===== src/rtl/cvxif_copro_responder.sv =====
// CV-X-IF coprocessor responder: decodes custom-3 ops, holds issued instructions in an
// in-order queue until commit/kill, then executes the head and returns one result per commit.
module cvxif_copro_responder #(
    parameter int unsigned XLEN    = 64,
    parameter int unsigned IdWidth = 3,
    parameter int unsigned Depth   = 4
) (
    input  logic               clk_i,
    input  logic               rst_ni,
    input  logic               x_issue_valid_i,
    output logic               x_issue_ready_o,
    input  logic [31:0]        x_issue_instr_i,
    input  logic [IdWidth-1:0] x_issue_id_i,
    input  logic [XLEN-1:0]    x_issue_rs1_i,
    input  logic [XLEN-1:0]    x_issue_rs2_i,
    input  logic [1:0]         x_issue_rs_valid_i,
    output logic               x_issue_accept_o,
    output logic               x_issue_writeback_o,
    input  logic               x_commit_valid_i,
    input  logic [IdWidth-1:0] x_commit_id_i,
    input  logic               x_commit_kill_i,
    output logic               x_result_valid_o,
    input  logic               x_result_ready_i,
    output logic [IdWidth-1:0] x_result_id_o,
    output logic [XLEN-1:0]    x_result_data_o,
    output logic [4:0]         x_result_rd_o,
    output logic               x_result_we_o,
    output logic               x_result_exc_o,
    output logic [5:0]         x_result_exccode_o
);
    localparam int unsigned PtrW = $clog2(Depth);
    localparam int unsigned ShW  = $clog2(XLEN);
    localparam logic [6:0] OpcCustom3 = 7'b1111011;
    localparam logic [1:0] OpAdd = 2'b00;
    localparam logic [1:0] OpShl = 2'b01;
    localparam logic [1:0] OpExc = 2'b11;

    typedef enum logic [1:0] {IDLE = 2'd0, EXEC = 2'd1, RESP = 2'd2} state_e;

    function automatic logic [XLEN-1:0] calc_result(input logic [1:0] op,
                                                    input logic [XLEN-1:0] a,
                                                    input logic [XLEN-1:0] b);
        case (op)
            OpAdd:   calc_result = a + b;
            OpShl:   calc_result = a << b[ShW-1:0];
            default: calc_result = '0;
        endcase
    endfunction

    state_e             state_q, state_d;
    logic [1:0]         lat_q, lat_d;
    logic [Depth-1:0]   vld_q, vld_d, cmt_q, cmt_d, kill_q, kill_d;
    logic [IdWidth-1:0] id_q [Depth];
    logic [IdWidth-1:0] id_d [Depth];
    logic [4:0]         rd_q [Depth];
    logic [1:0]         op_q [Depth];
    logic [XLEN-1:0]    rs1_q [Depth];
    logic [XLEN-1:0]    rs2_q [Depth];
    logic [PtrW-1:0]    head_q, head_d, tail_q, tail_d;
    logic [PtrW:0]      cnt_q, cnt_d;
    logic               full_q;
    logic               dec_ok_s, enq_s, pop_s, load_res_s, unused_s;

    // Funct3 values 000..011 are exactly those with instr[14] clear.
    assign dec_ok_s            = (x_issue_instr_i[6:0] == OpcCustom3) && (x_issue_instr_i[14] == 1'b0);
    assign x_issue_accept_o    = dec_ok_s;
    assign x_issue_writeback_o = dec_ok_s && (x_issue_instr_i[13] == 1'b0);
    assign x_issue_ready_o     = rst_ni && !full_q && (x_issue_rs_valid_i == 2'b11);
    assign enq_s               = x_issue_valid_i && x_issue_ready_o && dec_ok_s;
    assign unused_s            = ^x_issue_instr_i[31:15];

    // Execution FSM: wait for a committed head, count its latency, present the result.
    always_comb begin
        state_d    = state_q;
        lat_d      = lat_q;
        pop_s      = 1'b0;
        load_res_s = 1'b0;
        case (state_q)
            IDLE: begin
                if (vld_q[head_q] && cmt_q[head_q]) begin
                    if (kill_q[head_q]) begin
                        pop_s = 1'b1;
                    end else begin
                        state_d = EXEC;
                        lat_d   = (op_q[head_q] == OpShl) ? 2'd3 : 2'd0;
                    end
                end else begin
                    state_d = IDLE;
                end
            end
            EXEC: begin
                if (lat_q == 2'd0) begin
                    state_d    = RESP;
                    load_res_s = 1'b1;
                end else begin
                    lat_d = lat_q - 2'd1;
                end
            end
            RESP: begin
                if (x_result_ready_i) begin
                    pop_s   = 1'b1;
                    state_d = IDLE;
                end else begin
                    state_d = RESP;
                end
            end
            default: state_d = IDLE;
        endcase
    end

    // Queue bookkeeping; commit matching runs after enqueue so a same-cycle commit hits the new entry.
    always_comb begin
        vld_d  = vld_q;
        cmt_d  = cmt_q;
        kill_d = kill_q;
        id_d   = id_q;
        head_d = head_q;
        tail_d = tail_q;
        cnt_d  = cnt_q;
        if (pop_s) begin
            vld_d[head_q] = 1'b0;
            head_d        = head_q + PtrW'(1);
            cnt_d         = cnt_d - (PtrW+1)'(1);
        end else begin
            head_d = head_q;
        end
        if (enq_s) begin
            vld_d[tail_q]  = 1'b1;
            cmt_d[tail_q]  = 1'b0;
            kill_d[tail_q] = 1'b0;
            id_d[tail_q]   = x_issue_id_i;
            tail_d         = tail_q + PtrW'(1);
            cnt_d          = cnt_d + (PtrW+1)'(1);
        end else begin
            tail_d = tail_q;
        end
        if (x_commit_valid_i) begin
            for (int i = 0; i < Depth; i++) begin
                if (vld_d[i] && !cmt_d[i] && (id_d[i] == x_commit_id_i)) begin
                    cmt_d[i]  = 1'b1;
                    kill_d[i] = x_commit_kill_i;
                end else begin
                    cmt_d[i] = cmt_d[i];
                end
            end
        end else begin
            cmt_d = cmt_d;
        end
    end

    // State, queue and result registers.
    always_ff @(posedge clk_i or negedge rst_ni) begin
        if (!rst_ni) begin
            state_q            <= IDLE;
            lat_q              <= 2'd0;
            vld_q              <= '0;
            cmt_q              <= '0;
            kill_q             <= '0;
            head_q             <= '0;
            tail_q             <= '0;
            cnt_q              <= '0;
            full_q             <= 1'b0;
            x_result_valid_o   <= 1'b0;
            x_result_id_o      <= '0;
            x_result_data_o    <= '0;
            x_result_rd_o      <= 5'd0;
            x_result_we_o      <= 1'b0;
            x_result_exc_o     <= 1'b0;
            x_result_exccode_o <= 6'd0;
            for (int i = 0; i < Depth; i++) begin
                id_q[i]  <= '0;
                rd_q[i]  <= 5'd0;
                op_q[i]  <= 2'd0;
                rs1_q[i] <= '0;
                rs2_q[i] <= '0;
            end
        end else begin
            state_q <= state_d;
            lat_q   <= lat_d;
            vld_q   <= vld_d;
            cmt_q   <= cmt_d;
            kill_q  <= kill_d;
            id_q    <= id_d;
            head_q  <= head_d;
            tail_q  <= tail_d;
            cnt_q   <= cnt_d;
            full_q  <= (cnt_d == (PtrW+1)'(Depth));
            if (enq_s) begin
                rd_q[tail_q]  <= x_issue_instr_i[11:7];
                op_q[tail_q]  <= x_issue_instr_i[13:12];
                rs1_q[tail_q] <= x_issue_rs1_i;
                rs2_q[tail_q] <= x_issue_rs2_i;
            end
            if (load_res_s) begin
                x_result_valid_o   <= 1'b1;
                x_result_id_o      <= id_q[head_q];
                x_result_data_o    <= calc_result(op_q[head_q], rs1_q[head_q], rs2_q[head_q]);
                x_result_rd_o      <= rd_q[head_q];
                x_result_we_o      <= (op_q[head_q] == OpAdd) || (op_q[head_q] == OpShl);
                x_result_exc_o     <= (op_q[head_q] == OpExc);
                x_result_exccode_o <= (op_q[head_q] == OpExc) ? 6'd2 : 6'd0;
            end else if (x_result_valid_o && x_result_ready_i) begin
                x_result_valid_o <= 1'b0;
            end
        end
    end
endmodule


===== config.mk =====
export PLATFORM = sky130hd
export DESIGN_NAME = cvxif_copro_responder
export DESIGN_NICKNAME = d
export VERILOG_FILES = /design/src/rtl/cvxif_copro_responder.sv
export SDC_FILE = /design/constraint.sdc
export NUM_CORES = 2
export LEC_CHECK = 0
export BUFFER_PORTS_ARGS = -buffer_cell sky130_fd_sc_hd__buf_2
export CAP_MARGIN = 25
export CORE_MARGIN = 2
export CORE_UTILIZATION = 39
export CTS_CLUSTER_SIZE = 25
export DETAILED_ROUTE_END_ITERATION = 16
export PLACE_DENSITY = 0.64
export SLEW_MARGIN = 20
export SYNTH_ARGS = -nofsm -noshare
export SYNTH_HDL_FRONTEND = slang
export SYNTH_SLANG_ARGS = --single-unit

===== constraint.sdc =====
create_clock -name clk_i -period 6.2 [get_ports clk_i]
set_clock_uncertainty 0.05 [all_clocks]
set_input_delay 1.86 -clock clk_i [delete_from_list [all_inputs] [get_ports clk_i]]
set_output_delay 1.86 -clock clk_i [all_outputs]
set_load 0.005 [all_outputs]

# ---- Word level (Yosys, flattened, before mapping)
# Index checks and enable logic that the tools add are counted.
dict set report classes {
  addsub 6
  n_lt_le_gt_ge 7
  eq_ne 16
  shift 1
  n_mux 75
  bitwise_logic 10
  n_reduce_logical 32
}
# op count
set ops {}
lappend ops {{$bwmux W256} 2}
lappend ops {{$mux W64} 5}
lappend ops {{$bmux W64 S2} 2}
lappend ops {{$demux W64 S2} 1}
lappend ops {{$pmux W64 S2} 1}
lappend ops {{$add A64 B64 Y64} 1}
lappend ops {{$shl A64 B6 Y64} 1}
lappend ops {{$mux W2} 12}
lappend ops {{$mux W4} 6}
lappend ops {{$bwmux W20} 1}
lappend ops {{$mux W1} 20}
lappend ops {{$logic_and A1 B1 Y1} 19}
lappend ops {{$mux W3} 5}
lappend ops {{$mux W5} 3}
lappend ops {{$and A4 B4 Y4} 3}
lappend ops {{$bwmux W12} 1}
lappend ops {{$eq A3 B3 Y1} 4}
lappend ops {{$mux W12} 1}
lappend ops {{$bmux W5 S2} 1}
lappend ops {{$demux W5 S2} 1}
lappend ops {{$bwmux W8} 1}
lappend ops {{$ne A2 B2 Y1 const B} 4}
lappend ops {{$not A4 Y4} 2}
lappend ops {{$eq A7 B7 Y1 const B} 1}
lappend ops {{30 further kinds} 49}
dict set report totals {
  register_bits 657
  input_bits 174
  out_inout_bits 84
  word_cells 183
}

# ---- Logic depth before layout (Yosys ltp)
dict set report depth {
  word_depth 13
  depth_mapped 20
  ltp_nobuf 14
}

# ---- Worst setup path after synthesis
# Ideal clock, no wire load.
dict set report synth_path {
  path_type {register to register}
  startpoint {register head_q[0]}
  endpoint {register x_result_data_o[57]}
  setup_ns 0.082
  arrival_time_ns 5.038
  required_time_ns 6.068
  slack_ns 1.030
  stages_incl_launch_ff 20
  n_path_buf 8
  period_less_slack_ns 5.170
  path_cell_list {dfrtp_1 > buf_6 > buf_6 > buf_6 > buf_6 > buf_2 > buf_1 > buf_2 > mux4_2 > ha_1 > clkbuf_1 > o21a_1 > o21bai_1 > a21oi_1 > o311ai_1 > a2111oi_1 > o211ai_1 > a21oi_1 > mux2_2 > a31oi_1}
}
dict set report synth_between {
  elab_chain_len 6
  word_cells_on_any_way 15
  classes_between {1 x add/sub; 1 x eq/ne; 1 x shift; 10 x mux; 1 x bitwise; 1 x reduce/logical}
}
# element line_no
set synth_lines {}
lappend synth_lines {{start, declared} 59} ;# logic [PtrW-1:0] head_q, head_d, tail_q, tail_d;
lappend synth_lines {{start signal, assigned} 159} ;# head_q <= '0;
lappend synth_lines {{start signal, assigned} 184} ;# head_q <= head_d;
lappend synth_lines {{$not A2 Y3 (not written as such) *} 197} ;# x_result_data_o <= calc_result(op_q[head_q], rs1_q[head_q], rs2_q[head_q]);
lappend synth_lines {{$bmux W64 S2 / $bmux W2 S2 (equally long branches)} 197}
lappend synth_lines {{$mux W64 (not written as such) / $mux W2 (equally long branches) (2 in a row)} 197}
lappend synth_lines {{$add A64 B64 Y64, or another cell as far along} 44} ;# OpAdd: calc_result = a + b;
lappend synth_lines {{$pmux W64 S2 *} 43} ;# case (op)
lappend synth_lines {{end signal, assigned} 197}
lappend synth_lines {{end, declared} 25} ;# output logic [XLEN-1:0] x_result_data_o,
# Mark *: on every way between the ends. The rest lies on a longest branch, timed or not. The select of a mux whose other input is x is not followed.
# A chain may end at the register's enable or synchronous reset.

# ---- Worst setup path in the final report
dict set report layout_path {
  startpoint {register head_q[0]}
  endpoint {register x_result_data_o[59]}
}
# The elaborated chain is that of the path after synthesis.

==> reports/qor.csv <==
metric,value,unit
status,"finished, final reports clean",
critPathRequiredTime,6640,ps
synth_cells,4095,
synth_flop_cell,dfrtp_1,
critical_path.top_delay_family,compound AO/OA/AOI/OAI gates,
yosysWarnings,0,
antenna_found_initial,26,
dp_hpwl,83.2,mm
viasPerCell,5.50,
fp.dieW,309,um
htree_num_levels,3,
yosysMostFrequentCell,nand2_1,
synth_top_area_share,45.0,%
totalWireLength,124,mm
crit_top_cell,a21oi_1,
syn_to_final_growth,13.5,%
cts_root_buffer,clkbuf_16,
regArea,16300,um^2
die_y,309,um
final_max_slew_viol_count,0,
worst_pin_slew,1070,ps
remaining_drc_errors,0,
peakVddDrop,0.184,mV
met3_length,9.27,mm
syn_area,36200,um^2
crit_path_end_kind,register,
multi_input_area,18600,um^2
hold_class,reg -> reg,
synth_seq_cells,651,
cp.arrival,6020,ps
power_density,286,nW/um^2
cts_resized,0,
finalHoldViolCount,0,
synth_commonest_cells,"nand2_1 (1839), dfrtp_1 (651), clkbuf_1 (188)",
cp-start-kind,register,
io_buffer_count,235,
cts_made_buffers,74,
ys_types,82,
fin_crit_sh,90.1,%
syn_avg_cell_area,8.83,um^2
num_rows,111,
synth_top_cell_by_area,dfrtp_1,
max_cap_violations,0,
finalWeightedCongestion,1.04,
start_util,39.4,%
met2WireLength,55.5,mm
grt_usage,25.7,%
path_buf_inv,1,
setup_tns,0,ps
path_clk_slew,50,ps
yosysSeqAreaShare,45.0,%
insertion_delay,660,ps
via_count,30400,
path_cells,"buf_4, mux4_2, ha_1, a21oi_1, nand2_1, a221oi_1, nand3_1, a21oi_1, a21oi_1, o41ai_1, or2_2, o221ai_1",
wl_met1,54.1,mm
first_iter_violations,3284,
period_minus_slack,5580,ps
fmax,179,MHz
grt_pass1_vias,29000,
wl_per_cell,22.4,um
top_layer,met5,
fillers,8843,
setup_violations,0,
rsz0062_at_grt,no,
cp_slowest_cell,dfrtp_4,
ctsHoldBuffers,0,
drt_pass1_iterations,8,
ant_nets,0,
die_area,95200,um^2
clock_path_buffers,3,
worstPathMaxFanout,33,
grt_pass1_wl,186,mm
async_reset_ff_share,100,%
synth.area.top_cells,"dfrtp_1 (45%), nand2_1 (19%), mux4_2 (8.6%)",
drive_above_1_share,14.7,%
cp_slowest_stage_delay,910,ps
crit_type,reg -> reg,
pin_count,258,
cts_tree,done,
final_util,44.7,%
slew_headroom,29.0,%
cts_setup_buffers,0,
grt-ovfl-total,0,
core_area,91800,um^2
clock-sinks,651,
nets,4455,
p_leak,21.1,nW
grt_max_degree,157,
synth-edff-count,0,
-- worst paths after layout --
check	slack, ps	from	to	cells past startpoint
min in group asynchronous	1150	rst_ni	cnt_q[0]	1
min reg2reg	420	rs1_q[15]	rs1_q[15]	2
min	420	rs1_q[15]	rs1_q[15]	2
max	620	head_q[0]	x_result_data_o[59]	12
max reg2reg	620	head_q[0]	x_result_data_o[59]	12
max in group asynchronous	2240	rst_ni	rs1_q[109]	6
-- worst min-delay path: stages (launching register included) --
cell	delay (ps)
dfrtp_1	330
nand2_1	50
nand2_1	50
-- per-stage QoR --
stage	total power [mW]	cells	instance area, um^2	setup slack (ps)	hold slack [ps]
final	11.7	5517	41100	616	417
after global routing	12.2	5512	41000	468	436
after CTS	11.8	5499	41000	804	421
after detailed placement	7.24	5369	38400	839	407
after global placement	7.23	5369	38400	817	402
after floorplan	6.25	4099	36200	1030	390
-- cell families after synthesis --
kind of cell | Yosys count | share of synthesized area, %
muxes | 356 | 14.8
DFF | 651 | 45.0
buffers and inverters | 310 | 3.70
and+or+nand+nor | 2116 | 22.9
xor gates and xnor gates | 65 | 1.57
adders and majority gates | 76 | 2.65
AOI/OAI and AO/OA | 520 | 9.37
other | 1 | 0.0104
-- routing by layer --
metal / up-vias / track usage, %
met1: 15000 / 36.7
li1: 14000 / -
met4: 24 / 10.2
met5: - / 0
met3: 200 / 4.82
met2: 1112 / 38.7
-- cell type report --
cell class	instances	area share, %
Timing Repair Buffer	300	4.53
Antenna cell	15	0.0914
Sequential cell	651	39.7
Multi-Input combinational cell	3138	45.4
Tap cell	1243	3.79
Clock buffer	101	5.20
Clock inverter	29	0.969
Inverter	40	0.366
-- flip-flops by register name, indices dropped and copies added, names as in the netlist, 2 cells and up --
| name | flops |
|---|---|
| rs1_q | 256 |
| tail_q | 2 |
| kill_q | 4 |
| x_result_rd_o | 5 |
| cnt_q | 3 |
| rs2_q | 256 |
| cmt_q | 4 |
| head_q | 2 |
| x_result_id_o | 3 |
| id_q | 12 |
| state_q | 2 |
| x_result_data_o | 64 |
| rd_q | 20 |
| op_q | 8 |
| lat_q | 2 |
| vld_q | 4 |
-- report_power, final --
| group | internal (mW) | switching, mW | leakage [nW] |
|---|---|---|---|
| clock network | 2.68 | 1.86 | 1.25 |
| logic | 0.966 | 1.49 | 10.9 |
| registers | 4.45 | 0.301 | 8.97 |
| total | 8.09 | 3.65 | 21.1 |
-- layout by cell type (no fill, tap or decap), types with 18 or more instances in the layout --
master	synthesis	routed
nand4_1	22	22
mux2i_1	175	175
o21a_1	24	24
nand2_1	1839	1835
xor2_1	30	30
inv_1	36	36
clkbuf_16	0	74
a211oi_1	18	18
o21ai_1	37	36
nor2_1	131	129
o221ai_1	18	18
a21o_1	33	33
clkbuf_8	0	18
ha_1	75	75
buf_4	11	50
a221oi_1	25	25
nor3_1	24	24
buf_2	34	234
dfrtp_1	651	649
o21ai_0	78	78
nand3_1	23	23
mux2_2	40	40
mux4_2	138	138
a21oi_1	141	141
xnor2_1	35	35
(Power assumes the default switching activity.)
